**src/rtl/axis_ad5791.sv**
```systemverilog
// Parallel SPI driver for four AD5791 DACs (X/Y/Z/U) sharing SCLK and SYNC_n.
// Define AXIS_AD5791_LDAC_EN to pulse LDAC_n after each frame; otherwise LDAC_n is tied low.
module axis_ad5791 #(
    parameter int SCLK_DIV = 2,
    parameter int SYNC_GAP = 4
) (
    input  logic        a_clk,
    input  logic        a_resetn,
    input  logic [31:0] S_AXIS1_tdata,
    input  logic        S_AXIS1_tvalid,
    input  logic [31:0] S_AXIS2_tdata,
    input  logic        S_AXIS2_tvalid,
    input  logic [31:0] S_AXIS3_tdata,
    input  logic        S_AXIS3_tvalid,
    input  logic [31:0] S_AXIS4_tdata,
    input  logic        S_AXIS4_tvalid,
    input  logic [31:0] S_AXISCFG_tdata,
    input  logic        S_AXISCFG_tvalid,
    input  logic        configuration_mode,
    input  logic [2:0]  configuration_axis,
    input  logic        configuration_send,
    output logic        dac_sclk,
    output logic        dac_sync_n,
    output logic [3:0]  dac_sdin,
    output logic        dac_ldac_n,
    output logic        ready
);
    localparam int PH_W  = $clog2(2 * SCLK_DIV);
    localparam int GAP_W = $clog2(SYNC_GAP);
    localparam logic [PH_W-1:0]  PH_RISE  = PH_W'(SCLK_DIV - 1);
    localparam logic [PH_W-1:0]  PH_LAST  = PH_W'(2 * SCLK_DIV - 1);
    localparam logic [GAP_W-1:0] GAP_LAST = GAP_W'(SYNC_GAP - 1);

    typedef enum logic [1:0] {ST_IDLE, ST_LOAD, ST_SHIFT, ST_GAP} state_t;

    state_t            state_q, state_d;
    logic [3:0][23:0]  cfg_q, cfg_d;
    logic [3:0][19:0]  hold_q, hold_d;
    logic [3:0][23:0]  shift_q, shift_d;
    logic              pend_q, pend_d;
    logic              send_prev_q, send_prev_d;
    logic              src_cfg_q, src_cfg_d;
    logic [4:0]        bit_q, bit_d;
    logic [PH_W-1:0]   ph_q, ph_d;
    logic [GAP_W-1:0]  gap_q, gap_d;
    logic              sclk_q, sclk_d;
    logic              sync_n_q, sync_n_d;
    logic [3:0]        sdin_q, sdin_d;
    logic              ready_q, ready_d;
    logic              frame_done;

    logic [3:0][31:0]  tdata_in;
    logic [3:0]        tvalid_in;
    logic              unused_bits;

    assign tdata_in  = {S_AXIS4_tdata, S_AXIS3_tdata, S_AXIS2_tdata, S_AXIS1_tdata};
    assign tvalid_in = {S_AXIS4_tvalid, S_AXIS3_tvalid, S_AXIS2_tvalid, S_AXIS1_tvalid};
    assign unused_bits = ^{S_AXISCFG_tdata[31:24], S_AXIS1_tdata[11:0], S_AXIS2_tdata[11:0],
                           S_AXIS3_tdata[11:0], S_AXIS4_tdata[11:0]};
    assign frame_done = (state_q == ST_SHIFT) && (ph_q == PH_LAST) && (bit_q == 5'd23);

    always_comb begin
        state_d     = state_q;
        cfg_d       = cfg_q;
        hold_d      = hold_q;
        shift_d     = shift_q;
        send_prev_d = configuration_send;
        src_cfg_d   = src_cfg_q;
        bit_d       = bit_q;
        ph_d        = ph_q;
        gap_d       = gap_q;
        sclk_d      = sclk_q;
        sync_n_d    = sync_n_q;
        sdin_d      = sdin_q;

        if (S_AXISCFG_tvalid && !configuration_axis[2])
            cfg_d[configuration_axis[1:0]] = S_AXISCFG_tdata[23:0];
        for (int unsigned i = 0; i < 4; i++)
            if (tvalid_in[i]) hold_d[i] = tdata_in[i][31:12];

        // The stream snapshot is taken in LOAD, so only samples arriving after it stay pending
        if (state_q == ST_LOAD && !src_cfg_q) pend_d = |tvalid_in;
        else                                  pend_d = pend_q | (|tvalid_in);

        case (state_q)
            ST_IDLE: begin
                if (configuration_mode && configuration_send && !send_prev_q) begin
                    state_d   = ST_LOAD;
                    src_cfg_d = 1'b1;
                end else if (!configuration_mode && pend_q) begin
                    state_d   = ST_LOAD;
                    src_cfg_d = 1'b0;
                end
            end
            ST_LOAD: begin
                for (int unsigned i = 0; i < 4; i++) begin
                    shift_d[i] = src_cfg_q ? cfg_q[i] : {4'b0001, hold_q[i]};
                    sdin_d[i]  = shift_d[i][23];
                end
                sync_n_d = 1'b0;
                ph_d     = '0;
                bit_d    = '0;
                state_d  = ST_SHIFT;
            end
            ST_SHIFT: begin
                ph_d = ph_q + 1'b1;
                if (ph_q == PH_RISE) sclk_d = 1'b1;
                if (ph_q == PH_LAST) begin
                    sclk_d = 1'b0;
                    ph_d   = '0;
                    if (bit_q == 5'd23) begin
                        sync_n_d = 1'b1;
                        sdin_d   = '0;
                        gap_d    = '0;
                        state_d  = ST_GAP;
                    end else begin
                        bit_d = bit_q + 5'd1;
                        for (int unsigned i = 0; i < 4; i++) begin
                            shift_d[i] = {shift_q[i][22:0], 1'b0};
                            sdin_d[i]  = shift_q[i][22];
                        end
                    end
                end
            end
            ST_GAP: begin
                gap_d = gap_q + 1'b1;
                if (gap_q == GAP_LAST) state_d = ST_IDLE;
            end
            default: state_d = ST_IDLE;
        endcase

        ready_d = (state_d == ST_IDLE) && (configuration_mode || !pend_d);
    end

    always_ff @(posedge a_clk or negedge a_resetn) begin
        if (!a_resetn) begin
            state_q     <= ST_IDLE;
            cfg_q       <= '0;
            hold_q      <= '0;
            shift_q     <= '0;
            pend_q      <= 1'b0;
            send_prev_q <= 1'b0;
            src_cfg_q   <= 1'b0;
            bit_q       <= '0;
            ph_q        <= '0;
            gap_q       <= '0;
            sclk_q      <= 1'b0;
            sync_n_q    <= 1'b1;
            sdin_q      <= '0;
            ready_q     <= 1'b1;
        end else begin
            state_q     <= state_d;
            cfg_q       <= cfg_d;
            hold_q      <= hold_d;
            shift_q     <= shift_d;
            pend_q      <= pend_d;
            send_prev_q <= send_prev_d;
            src_cfg_q   <= src_cfg_d;
            bit_q       <= bit_d;
            ph_q        <= ph_d;
            gap_q       <= gap_d;
            sclk_q      <= sclk_d;
            sync_n_q    <= sync_n_d;
            sdin_q      <= sdin_d;
            ready_q     <= ready_d;
        end
    end

`ifdef AXIS_AD5791_LDAC_EN
    logic            ldac_n_q, ldac_n_d;
    logic [PH_W-1:0] ldac_cnt_q, ldac_cnt_d;

    // Runs independently of the FSM so a short SYNC_GAP cannot truncate the pulse
    always_comb begin
        ldac_n_d   = ldac_n_q;
        ldac_cnt_d = ldac_cnt_q;
        if (frame_done) begin
            ldac_n_d   = 1'b0;
            ldac_cnt_d = '0;
        end else if (!ldac_n_q) begin
            ldac_cnt_d = ldac_cnt_q + 1'b1;
            if (ldac_cnt_q == PH_LAST) ldac_n_d = 1'b1;
        end
    end

    always_ff @(posedge a_clk or negedge a_resetn) begin
        if (!a_resetn) begin
            ldac_n_q   <= 1'b1;
            ldac_cnt_q <= '0;
        end else begin
            ldac_n_q   <= ldac_n_d;
            ldac_cnt_q <= ldac_cnt_d;
        end
    end

    assign dac_ldac_n = ldac_n_q;
`else
    logic unused_frame_done;
    assign unused_frame_done = frame_done;
    assign dac_ldac_n = 1'b0;
`endif

    assign dac_sclk   = sclk_q;
    assign dac_sync_n = sync_n_q;
    assign dac_sdin   = sdin_q;
    assign ready      = ready_q;

endmodule

```
**config.mk**
```make
export PLATFORM = sky130hd
export DESIGN_NAME = axis_ad5791
export DESIGN_NICKNAME = d
export VERILOG_FILES = /design/src/rtl/axis_ad5791.sv
export SDC_FILE = /design/constraint.sdc
export NUM_CORES = 1
export LEC_CHECK = 0
export ABC_AREA = 1
export CAP_MARGIN = 20
export CORE_MARGIN = 2
export CORE_UTILIZATION = 25
export CTS_BUF_LIST = sky130_fd_sc_hd__clkbuf_2
export DETAILED_ROUTE_END_ITERATION = 6
export PLACE_DENSITY_LB_ADDON = 0.05
export SLEW_MARGIN = 25
export SYNTH_ARGS = -nofsm -noshare
export SYNTH_HDL_FRONTEND = slang
export SYNTH_SLANG_ARGS = --single-unit
```
**constraint.sdc**
```tcl
create_clock -name a_clk -period 5.5 [get_ports a_clk]
set_input_delay 0.55 -clock a_clk [delete_from_list [all_inputs] [get_ports a_clk]]
set_output_delay 0.55 -clock a_clk [all_outputs]
set_load 0.03 [all_outputs]
```
=== Yosys cells after proc, flatten, opt, wreduce, memory -nomap -nowiden ===
Cells that the tools add are included.

* Logic and storage cells: 100
* Register bits: 289
* Bits of input ports: 172

* Bitwise logic cells: 1
* Add/subtract/negate cells: 3
* Order comparisons: 2
* Eq/ne operators: 10
* Multiplexer cells: 35
* Reductions and logical operators: 26

{| class="wikitable"
|+ Operators by type and width
! kind !! count
|-
| $mux W95 || 2
|-
| $pmux W95 S2 || 1
|-
| $mux W24 || 5
|-
| $bwmux W96 || 1
|-
| $demux W24 S2 || 1
|-
| $mux W2 || 8
|-
| $mux W5 || 2
|-
| $pmux W5 S2 || 1
|-
| $reduce_and A3 Y1 || 3
|-
| $eq A2 B2 Y1 const B || 4
|-
| $mux W4 || 2
|-
| $pmux W2 S2 || 2
|-
| $pmux W2 S4 || 1
|-
| $pmux W4 S2 || 1
|-
| $reduce_bool A2 Y1 || 4
|-
| $logic_and A1 B1 Y1 || 7
|-
| $mux W1 || 7
|-
| $reduce_and A2 Y1 || 3
|-
| $add A5 B1 Y5 const B || 1
|-
| $eq A5 B5 Y1 const B || 1
|-
| $logic_not A1 Y1 || 5
|-
| $add A2 B1 Y2 const B || 2
|-
| $eq A2 B1 Y1 const B || 2
|-
| $logic_not A2 Y1 || 2
|-
| other kinds (8) || 9
|}

=== Depth between registers and ports, before layout ===
Gate-level depths: netlist of the first run.

* Word-level depth: 7
* Mapped depth: 11

=== Worst setup path before layout of the first run ===
OpenSTA, ideal clock, no wires.

* Path type: register to register
* Start point: register state_q[0]
* End point: register shift_q[62] in the netlist's numbering
* Stages on the path, launching flop included: 11
* Required time: 5.365 ns
* Library setup time: 0.135 ns
* Arrival: 1.623 ns
* Slack: 3.742 ns
* Cell sequence: dfrtp_1 -> inv_1 -> ha_1 -> inv_1 -> nor2_1 -> nand2_2 -> buf_6 -> buf_6 -> buf_6 -> nand2_1 -> o21ai_0

* Longest elaborated chain between the ends: 3
* Elaborated cells between the ends (all ways): 7
* Those cells by class: eq/ne (4); mux (1); reduce/logical (2)

{| class="wikitable"
|+ Ends and longest elaborated chain
! element !! line !! RTL
|-
| start: declaration || 36 || <nowiki>state_t state_q, state_d;</nowiki>
|-
| start signal: assignment || 152 || <nowiki>state_q <= state_d;</nowiki>
|-
| $eq A2 B2 Y1 / $eq A2 B1 Y1 (equally long branches) || 85 || <nowiki>case (state_q)</nowiki>
|-
| $ne A2 B2 Y1 (no source line), or another cell as far along || n/a ||
|-
| $reduce_and A3 Y1 (no source line) || n/a ||
|-
| end signal: assignment || 155 || <nowiki>shift_q <= shift_d;</nowiki>
|-
| end: declaration || 39 || <nowiki>logic [3:0][23:0] shift_q, shift_d;</nowiki>
|}

Parallel ways exist; a longest one is shown, timed or not.
A chain may end at the register's enable or synchronous reset.

=== Worst setup path after layout of the first run ===
* Start point: register state_q[0]
* End point: register shift_q[86] in the netlist's numbering

The elaborated chain is that of the path after synthesis.

==> run metrics, run 1 <==
commonest non-fill, non-tap cells in the layout=nand2_1 (382), o21ai_0 (329), dfrtp_1 (286); WP depth=7; PwrDens=449 nW/um2; Final #Nets=1,725; top post-synthesis cells by area=dfrtp_1 (57%), o21ai_0 (13%), nand2_1 (11%); CTS clk-pin slew, worst paths=100 ps; adder-cell share of the synthesized area=0.894%; Startpoint Class=register; Layout fillers=5,426; antenna violations before repair=7; vias in the first global route=10.3k; sequential power share=43.6%; I/O pins=180; Yosys reg bits=289; Worst Hold Depth=3; pre-CTS setup slack=2350 ps; Final Util=30.5%; CTS sink cnt=289; number of remaining DRC errors=0; slew at the pin with the worst max-slew slack=1010 ps; WP data required=6290 ps; Synth Area in XOR/XNOR=0%; DRT antenna net count=0; Slew Viols, Final=0; post-CTS sizing=0; fraction of layout cells with a size suffix above 1=10.2%; sw power=2690 uW; Core Footprint=50,000 um2; Internal=4130 uW; fmax=0.325 GHz; Die Y=228 um; Port-buffer cells=122; GP Congestion=0.707; Cell variety after synth=25; synthesized area=12,600 um2; Max rail drop VDD=0.233 mV; final wirelength=36,700 um; pin count of the biggest net entering global routing=120; GRT overflow=0; Detailed Place HPWL=23,400 um; P&R area growth vs syn=20.8%; Vias/cell=4.25; CTS Root Cell=clkbuf_2; Max Fanout on Critical Path=80; via count=9,715; first-pass GRT wire length=58,700 um; result of the run=finished, final reports clean; Sw Share=39.5%; largest family of logic cells by synthesized area=compound AO/OA/AOI/OAI gates; worst skew pair latency=950 ps; initial drt markers=611; CP dominant cell by count=buf_4; gr usage total=14.5%; Min Hold Slack=166 ps; Yosys top cell area share=57.0%; Simple-Gate Fraction of Synth Area=13.1%; initial core utilization=25.2%; Die W=228 um; leakage power=0.00699 uW; Max Root-Sink Buffers=3; max_slew headroom=32.8%; slowest CP cell=buf_4; H-tree level count=3; Tcrit/Tclk final=55.9%; worst clock skew=56.9 ps; reg2reg path depth=7; setup ws final=2430 ps; Cell Chain, Critical Path=inv_1, ha_4, buf_4, nand2_2, nand2_4, buf_4, o21ai_0; fin cells=2,286; min Tclk post-route=3070 ps; Die Footprint=52,200 um2; row cnt=82; Final Hold Viols=0; crit path DAT=3870 ps; hold crit path type=in -> reg; unrepaired setup endpoints after global routing=no; count of max-cap constraint violations=0; Worst Setup End Kind=register; Net Count, Synth=1,583; Placed Instances=2,126; post-synthesis compound-gate area fraction=15.5%; cell family contributing the most delay on the critical path=buffers and inverters; power share of the combinational group=32.4%; Clk network pwr share=24.0%; critical path class=reg -> reg; Yosys top cell by area=dfrtp_1; post-synthesis mux area share=5.72%; buffer and inverter count on the worst path=3; drt first pass iters=5; setup TNS=0 ps; Slowest Stage Delay on Critical Path=760 ps; Synth Warn #=0; cells after synthesis=1,402; CTS tree=done; post-synthesis sequential area ratio=57.4%; Mean Syn Cell Area=8.99 um2; routed len/inst=16.0 um; Num CTS Buffers=86; Final setup viols=0; most common cell after layout, fill and taps aside=nand2_1
power groups by stage:
stage / combinational, uW / clock [uW] / sequential (uW)
after global routing: 2570 / 1870 / 3060
after floorplan: 1720 / 0 / 2920
final: 2210 / 1640 / 2970
after CTS: 2280 / 1750 / 2980
after detailed placement: 2270 / 0 / 3030
after global placement: 2250 / 0 / 3020
worst paths after layout:
path	start	endpoint	slack [ps]
min	S_AXIS2_tdata[25]	hold_q[33]$_DFFE_PN0P_	170
min reg2reg	cfg_q[75]$_DFFE_PN0P_	cfg_q[75]$_DFFE_PN0P_	490
min in group asynchronous	a_resetn	hold_q[69]$_DFFE_PN0P_	240
max in group asynchronous	a_resetn	src_cfg_q$_DFFE_PN0P_	4020
max	state_q[0]$_DFF_PN0_	shift_q[86]$_DFFE_PN0P_	2430
max reg2reg	state_q[0]$_DFF_PN0_	shift_q[86]$_DFFE_PN0P_	2430
synth_stat cells (all sizes together):
library cell / number
nand3: 16
a21oi: 9
dfstp: 2
ha: 9
mux2i: 72
o21ai: 364
conb: 1
nor3: 1
inv: 133
nand4: 3
buf: 37
o22ai: 5
nand3b: 1
dfrtp: 287
a22oi: 8
clkbuf: 50
nor2: 19
nand2: 385
layer usage:
layer  vias to the layer above  part of all wire [%]  track usage (%)  wire length, um
met1                      4565                    49             20.0            17900
met2                       213                    44             22.1            16000
li1                       4884                     -                -                -
met3                        53                   5.8             3.44             2130
met4                         0                   1.8             4.94              655
met5                         -                     0                0                0
logic make-up (layout without fill, tap and decap cells):
family / count (synthesis) / in the layout
buffers and inverters: 220 / 426
and+or+nand+nor: 425 / 425
muxes: 72 / 72
adders and majority gates: 9 / 9
AOI/OAI and AO/OA: 386 / 386
DFF: 289 / 289
other: 1 / 7
worst register-to-register path, cell delays in order, from the launching register on:
cell	delay, ps
dfrtp_1	410
inv_1	170
ha_4	160
buf_4	760
nand2_2	200
nand2_4	660
buf_4	460
o21ai_0	150
flip-flops by register name, summed over array words and instances, names as in the netlist, 2 cells and up:
signal and count:
bit_q 5, cfg_q 96, dac_sdin 4, gap_q 2, hold_q 80, ph_q 2, shift_q 92, state_q 2
area by class of cell:
type                            count  area (um2)  share of cell area [%]
Clock inverter                     20         101                   0.666
Sequential cell                   289        7240                    47.6
Inverter                          133         499                    3.28
Timing Repair Buffer              141        1400                    9.22
Antenna cell                        6        15.0                  0.0987
Clock buffer                      132         661                    4.34
Multi-Input combinational cell    893        4460                    29.3
Tap cell                          672         841                    5.52
through the flow:
step	cell area, um2	total power, uW
final	15200	6830
after global routing	15200	7500
after CTS	15200	7010
after detailed placement	14400	5290
after global placement	14400	5270
after floorplan	12600	4640
what timing repair did:
item	4_1_cts	5_1_grt
buffers inserted	0	0
hold buffers	2	0
hold endpoints to repair	96	0
Note: power is estimated with default switching activity, not from simulation.
==> inputs of run 2 (changes only) <==
==> constraint.sdc (replaced) <==
create_clock -name a_clk -period 2.6 [get_ports a_clk]
set_input_delay 0.26 -clock a_clk [delete_from_list [all_inputs] [get_ports a_clk]]
set_output_delay 0.26 -clock a_clk [all_outputs]
set_load 0.03 [all_outputs]
==> run metrics, run 2 (synthesis results as in run 1) <==
I/O pins=180; Internal=8950 uW; GP Congestion=0.696; Cell Chain, Critical Path=clkdlybuf4s50_1; antenna violations before repair=5; routed len/inst=15.8 um; Worst Setup End Kind=output pin; result of the run=finished, final reports clean; count of max-cap constraint violations=0; unrepaired setup endpoints after global routing=no; setup TNS=0 ps; Vias/cell=4.27; Final Hold Viols=0; vias in the first global route=10.8k; max_slew headroom=54.7%; Layout fillers=5,378; Tcrit/Tclk final=91.3%; Die Y=228 um; most common cell after layout, fill and taps aside=nand2_1; Max Fanout on Critical Path=1; slew at the pin with the worst max-slew slack=680 ps; CTS Root Cell=clkbuf_2; initial drt markers=424; crit path DAT=2110 ps; pin count of the biggest net entering global routing=162; Reg with most FFs=cfg_q; Die W=228 um; sequential power share=42.0%; critical path class=reg -> out; GRT overflow=0; power share of the combinational group=35.2%; PwrDens=893 nW/um2; Die Footprint=52,200 um2; max reg flops=96; H-tree level count=3; fraction of layout cells with a size suffix above 1=9.63%; via count=10.2k; buffer and inverter count on the worst path=1; Finished Cell Area=16,400 um2; Slew Viols, Final=0; first-pass GRT wire length=60,500 um; cell family contributing the most delay on the critical path=buffers and inverters; Placement Cell Area=14,600 um2; Final #Nets=1,846; commonest non-fill, non-tap cells in the layout=nand2_1 (382), o21ai_0 (329), dfrtp_1 (286); initial core utilization=25.2%; CTS sink cnt=289; P&R area growth vs syn=30.4%; Final setup viols=0; Sw Share=39.0%; Core Footprint=50,000 um2; CTS clk-pin slew, worst paths=90 ps; final wirelength=37,700 um; Top Registers=cfg_q (96), shift_q (92), hold_q (80); Max Root-Sink Buffers=3; hold crit path type=in -> reg; worst clock skew=66.1 ps; Num CTS Buffers=87; global routing usage on met2=23.2%; Clk network pwr share=22.8%; grt peak-use layer=met2; M1 GR Usage=20.4%; row cnt=82; WP data required=2340 ps; Min Hold Slack=140 ps; drt first pass iters=5; number of remaining DRC errors=0; Detailed Place HPWL=24,200 um; sw power=5720 uW; leakage power=0.00748 uW; gr usage total=15.0%; GRT met3 Usage=2.98%; Startpoint Class=register; fmax=0.421 GHz; worst skew pair latency=990 ps; Max rail drop VDD=0.560 mV; Slowest Stage Delay on Critical Path=660 ps; DRT antenna net count=0; CTS tree=done; slowest CP cell=clkdlybuf4s50_1; Port-buffer cells=122; min Tclk post-route=2370 ps
[run 2: cell count changes in the layout (fill, tap and decap cells not counted), moves of 2 or more]
cell / previous run / this run
dlygate4sd3_1: 2 / 112
clkbuf_2: 132 / 123
buf_12: 2 / 9
clkinv_1: 17 / 10
buf_4: 14 / 17
diode_2: 6 / 4
[run 2: layout make-up]
type                       count  area, um2  area share, %
inverter                     133        499           3.04
timing repair buffer         261       2680           16.3
multi-input combinational    893       4460           27.2
clock buffer                 123        616           3.75
clock inverter                14       78.8          0.480
tap                          672        841           5.12
antenna                        4       10.0         0.0609
sequential                   289       7240           44.1
[run 2: metrics by stage]
step	utilization, %	setup slack [ps]	std cells	total power, uW
CTS	32.8	45.0	2385	15100
global route	32.9	86.9	2387	16100
finish	32.9	227	2389	14700
detailed placement	29.2	497	2135	11400
global placement	29.2	500	2135	11400
floorplan	-	842	1402	9820
[run 2: repair_timing]
item | CTS | global route
hold buffers | 113 | 0
setup buffers | 0 | 0
resized for setup | 1 | 0
endpoints found under the hold margin | 427 | 0
endpoints found under the setup margin | 1 | 0
[run 2: final timing paths]
path / from / endpoint / slack, ps / depth (start not counted)
max in group asynchronous: a_resetn / dac_sync_n$_DFFE_PN1P_ / 1680 / 4
setup / recovery: ready$_DFF_PN1_ / ready / 230 / 1
min in group asynchronous: a_resetn / hold_q[33]$_DFFE_PN0P_ / 500 / 4
setup reg to reg: state_q[0]$_DFF_PN0_ / shift_q[0]$_DFFE_PN0P_ / 530 / 9
hold / removal: S_AXIS4_tvalid / hold_q[61]$_DFFE_PN0P_ / 140 / 3
hold reg to reg: cfg_q[90]$_DFFE_PN0P_ / cfg_q[90]$_DFFE_PN0P_ / 490 / 2
[run 2: per-layer routing]
layer / part of all wire [%] / vias up / routed length (um)
met1: 50 / 4779 / 18600
li1: - / 5119 / -
met2: 43 / 218 / 16300
met5: 0 / - / 0
met3: 4.4 / 78 / 1670
met4: 2.7 / 0 / 1030
[run 2: power by group through the flow]
stage               Combinational [uW]  Clock [uW]  Sequential (uW)
global placement                  5110           0             6250
floorplan                         3640           0             6180
finish                            5170        3340             6160
detailed placement                5170           0             6260
global route                      6010        3800             6310
CTS                               5330        3570             6180
==> inputs of run 3 (changes only) <==
--- a/config.mk
+++ b/config.mk
@@ -12,7 +12,7 @@
 export CTS_BUF_LIST = sky130_fd_sc_hd__clkbuf_2
 export DETAILED_ROUTE_END_ITERATION = 6
 export PLACE_DENSITY_LB_ADDON = 0.05
-export SLEW_MARGIN = 25
+export SLEW_MARGIN = 20
 export SYNTH_ARGS = -nofsm -noshare
 export SYNTH_HDL_FRONTEND = slang
 export SYNTH_SLANG_ARGS = --single-unit
==> results of run 3 <==
No change in the layout: final DEF, timing and power equal those of run 2.
==> patch 1, RTL diff (settings of run 3) <==
Set the parameter `SCLK_DIV` to 4 (it was 2).
--- a/src/rtl/axis_ad5791.sv
+++ b/src/rtl/axis_ad5791.sv
@@ -2,5 +2,5 @@
 // Define AXIS_AD5791_LDAC_EN to pulse LDAC_n after each frame; otherwise LDAC_n is tied low.
 module axis_ad5791 #(
-    parameter int SCLK_DIV = 2,
+    parameter int SCLK_DIV = 4,
     parameter int SYNC_GAP = 4
 ) (
Function: changed (Yosys sat finds a counterexample within 10 cycles, from zero or initial values and one cycle with a_resetn low).
==> patch 1 against run 3 <==
Sequential share of layout area down 0.85 points; die area grew 3.3%; design area rose by 2.3%; utilization is 0.18 points lower; non-clock buffer count is 6 lower; combinational power is 14% higher; worst setup slack better by 110 ps; register-to-register slack got worse by 190 ps; power is 7.3% higher; sequential cell count grew 1; wire length up 1.3%; synthesized area grew 3.4%; critical path type is now register to register.
==> patch 1: results (changes against run 3) <==
metric	value	unit	change
outcome	completed		
placed insts	2149		+0.66%
GRT Total Usage	14.6	%	-0.34 points
cells on worst reg2reg path	7		-2
first-pass GRT wire length	59.7	mm	-1.3%
Post-Syn Area per Cell	9.26	sq um	+3.0%
Post-synth top cells	nand2_1 (334), o21ai_0 (295), dfrtp_1 (288), inv_1 (131), mux2i_1 (72)		
proportion of power drawn by the clock network	22.3	%	-0.5 points
Seq/Total Area, Yosys	55.7	%	-1.7 points
hold endpoint	cfg_q[89]$_DFFE_PN0P_		
initial antenna violation count	7		+2
number of buffers created by CTS	86		-1.1%
arrival time worst endpoint	3090	ps	+980 ps
Hold Slack	188	ps	+48.6 ps
Hold Startpoint	S_AXISCFG_tdata[17]		
most area-consuming cells after synthesis	dfrtp_1 (55%), o21ai_0 (11%), nand2_1 (9.6%)		
Pleak	7.64	nW	+2.2%
share of layout cells above drive strength 1	15.9	%	+6.3 points
vias in the first global route	10500		-2.5%
dpl ws	321	ps	-176 ps
number of DRC markers in iteration 0	500		+18%
placed standard-cell area	15000	sq um	+2.8%
critical path fanouts, max	44		+43
sw frac	39.9	%	+0.87 points
Fill cells	5485		+2.0%
Layout Skew	79.4	ps	+13.3 ps
comb pwr	5.89	mW	+14%
syn_nets	1589		+0.38%
crit path time final	2260	ps	-114 ps
post-synthesis cell type count	29		+16%
global placer's final weighted congestion	0.689		-0.99%
## patch 1: changes by cell type in the layout (fill, tap and decap cells not counted), sizes merged, moves of 2 or more
cell | before | now
clkbuf | 123 | 131
nand2 | 385 | 387
dlygate4sd3 | 112 | 105
inv | 136 | 134
## patch 1: worst max-delay path, cell delays in order, from the launching register on
cell and delay (ps):
dfrtp_1 440, inv_1 120, ha_1 390, inv_1 100, nor2_2 290, nand2_8 300, buf_4 330, o21ai_0 190
## patch 1: cell type report
| type | instances | area (sq um) | share of cell area [%] |
|---|---|---|---|
| antenna | 3 | 7.51 | 0.0447 |
| clock buffer | 131 | 656 | 3.90 |
| clock inverter | 12 | 97.6 | 0.581 |
| inverter | 133 | 499 | 2.97 |
| multi-input combinational | 897 | 4810 | 28.6 |
| sequential | 290 | 7260 | 43.2 |
| tap | 680 | 851 | 5.06 |
| timing repair buffer | 255 | 2620 | 15.6 |
## patch 1: logic make-up after synthesis
| kind of cell | synth area share [%] |
|---|---|
| AOI/OAI and AO/OA | 16.5 |
| adders and majority gates | 0.960 |
| buffers and inverters | 7.57 |
| DFF | 55.7 |
| muxes | 5.53 |
| other | 0.0288 |
| and+or+nand+nor | 13.7 |
## patch 1: metal layers
| metal | track usage (%) | vias to the layer above | wire, um |
|---|---|---|---|
| met3 | 2.90 | 61 | 1700 |
| li1 | - | 5133 | - |
| met1 | 18.9 | 4786 | 17500 |
| met5 | 0 | - | 0 |
| met2 | 24.0 | 190 | 18200 |
| met4 | 5.57 | 0 | 767 |
## patch 1: repair_timing
action,in CTS,in global routing
hold buffers,106,0
endpoints found under the setup margin,2,0
hold endpoints to repair,432,0
resized for setup,2,0
==> patch 2, RTL diff (settings of run 3) <==
Without the edit above. Take the reset off `shift_q` and load it in a clocked block of its own.
--- a/src/rtl/axis_ad5791.sv
+++ b/src/rtl/axis_ad5791.sv
@@ -138,5 +138,4 @@
             cfg_q       <= '0;
             hold_q      <= '0;
-            shift_q     <= '0;
             pend_q      <= 1'b0;
             send_prev_q <= 1'b0;
@@ -153,5 +152,4 @@
             cfg_q       <= cfg_d;
             hold_q      <= hold_d;
-            shift_q     <= shift_d;
             pend_q      <= pend_d;
             send_prev_q <= send_prev_d;
@@ -167,4 +165,8 @@
     end
 
+    always_ff @(posedge a_clk) begin
+        shift_q <= shift_d;
+    end
+
 `ifdef AXIS_AD5791_LDAC_EN
     logic            ldac_n_q, ldac_n_d;
Formal check against the unedited RTL: same outputs for any inputs over 10 cycles, from zero or initial values and one cycle with a_resetn low; that may be too few to reach the edited logic, so the function may still have changed.
==> patch 2 against run 3 <==
Synthesized area fell by 3.6%; power grew 2.5%; combinational power shrank 15%; worst setup slack worse by 46 ps; wire length shrank 3.0%; sequential cell count is the same; clock skew fell by 3.0 ps; design area decreased by 3.8%; largest power group unchanged.
==> patch 2: results (changes against run 3) <==
metric	value	unit	change
worst reg2reg endpoint	shift_q[58]$_DFFE_PP_		
Worst IR Drop VDD	0.485	mV	-14%
post-synthesis async set-or-reset flop share	68.2	%	-32 points
RR Startpoint	state_q[1]$_DFF_PN0_		
outcome	completed		
most area-consuming cells after synthesis	dfrtp_1 (40%), edfxtp_1 (23%), mux2_2 (7.0%)		
hold path depth	3		unchanged
Fill cells	5011		-6.8%
CP endpoint	dac_sync_n		
Hold Slack	147	ps	+7.51 ps
Post-synth top cells	nand2_1 (214), dfrtp_1 (195), a21oi_1 (156), o21ai_0 (100), edfxtp_1 (92)		
Seq/Total Area, Yosys	63.4	%	+5.9 points
met2 global-route usage	23.6	%	+0.34 points
global placer's final weighted congestion	0.700		+0.57%
Max-slew headroom	47.8	%	-6.8 points
Layout Skew	63.1	ps	-2.98 ps
number of buffers created by CTS	85		-2.3%
Post-Syn Area per Cell	10.9	sq um	+21%
Hold Startpoint	S_AXISCFG_tdata[2]		
met1 wire length	17.5	mm	-6.4%
largest net degree at the start of global routing	87		-46%
drt total wl	36.5	mm	-3.0%
first-pass GRT wire length	56.6	mm	-6.5%
dpl ws	463	ps	-33.8 ps
Pleak	6.87	nW	-8.2%
clock insertion delay at the later pin of the skew report	960	ps	-30 ps
met3 Use GR	3.49	%	+0.51 points
setup ws final	182	ps	-45.8 ps
reg-to-reg slack, setup	360	ps	-170 ps
hold endpoint	cfg_q[74]$_DFFE_PN0P_		
Synth Area in Adders	0.927	%	+0.034 points
Initial DRT Pass Iterations	4		-1
Slowest cell on crit path	clkdlybuf4s50_1		
post-synthesis mux area share	7.05	%	+1.3 points
# nets final	1563		-15%
GRT Total Usage	15.0	%	about the same
Main synth FF type	dfrtp_1		
met2 routed WL	16.9	mm	+3.8%
syn_nets	1296		-18%
crit path from	dac_sync_n$_DFFE_PN1P_		
detailed placer's ending HPWL	22.1	mm	-8.7%
cells on worst reg2reg path	7		-2
Synth Area in Compound Gates	12.3	%	-3.2 points
vias per inst	4.38		+2.8%
met3 WL	1.43	mm	-14%
initial antenna violation count	7		+2
number of DRC markers in iteration 0	474		+12%
share of layout cells above drive strength 1	18.7	%	+9.1 points
EDFF count, synth	92		+92
arrival time worst endpoint	2160	ps	+50 ps
==> patch 2: repair_timing <==
action	CTS	global route
resized for setup	1	0
hold buffers	100	0
setup endpoints to repair	1	0
endpoints found under the hold margin	322	0
==> patch 2: layout make-up <==
type	instances	share of cell area [%]
diodes	3	0.0475
clock buffers	146	4.63
clock inverters	13	0.483
inverters	53	1.28
multi-input cells	705	24.1
flip-flops and latches	289	48.7
well taps	615	4.87
repair buffers	248	15.8
==> patch 2: metrics by stage <==
stage	instance area, sq um	power, mW
after global placement	14000	11.5
after global routing	15800	16.2
final	15800	15.0
after CTS	15800	15.4
after floorplan	12100	9.94
after detailed placement	14000	11.5
==> patch 2: where the power goes <==
part | leakage, nW | switching, mW | internal (mW)
Clock | 0.650 | 2.05 | 1.55
Combinational | 2.92 | 2.87 | 1.54
Sequential | 3.30 | 0.488 | 6.54
Total | 6.87 | 5.41 | 9.62
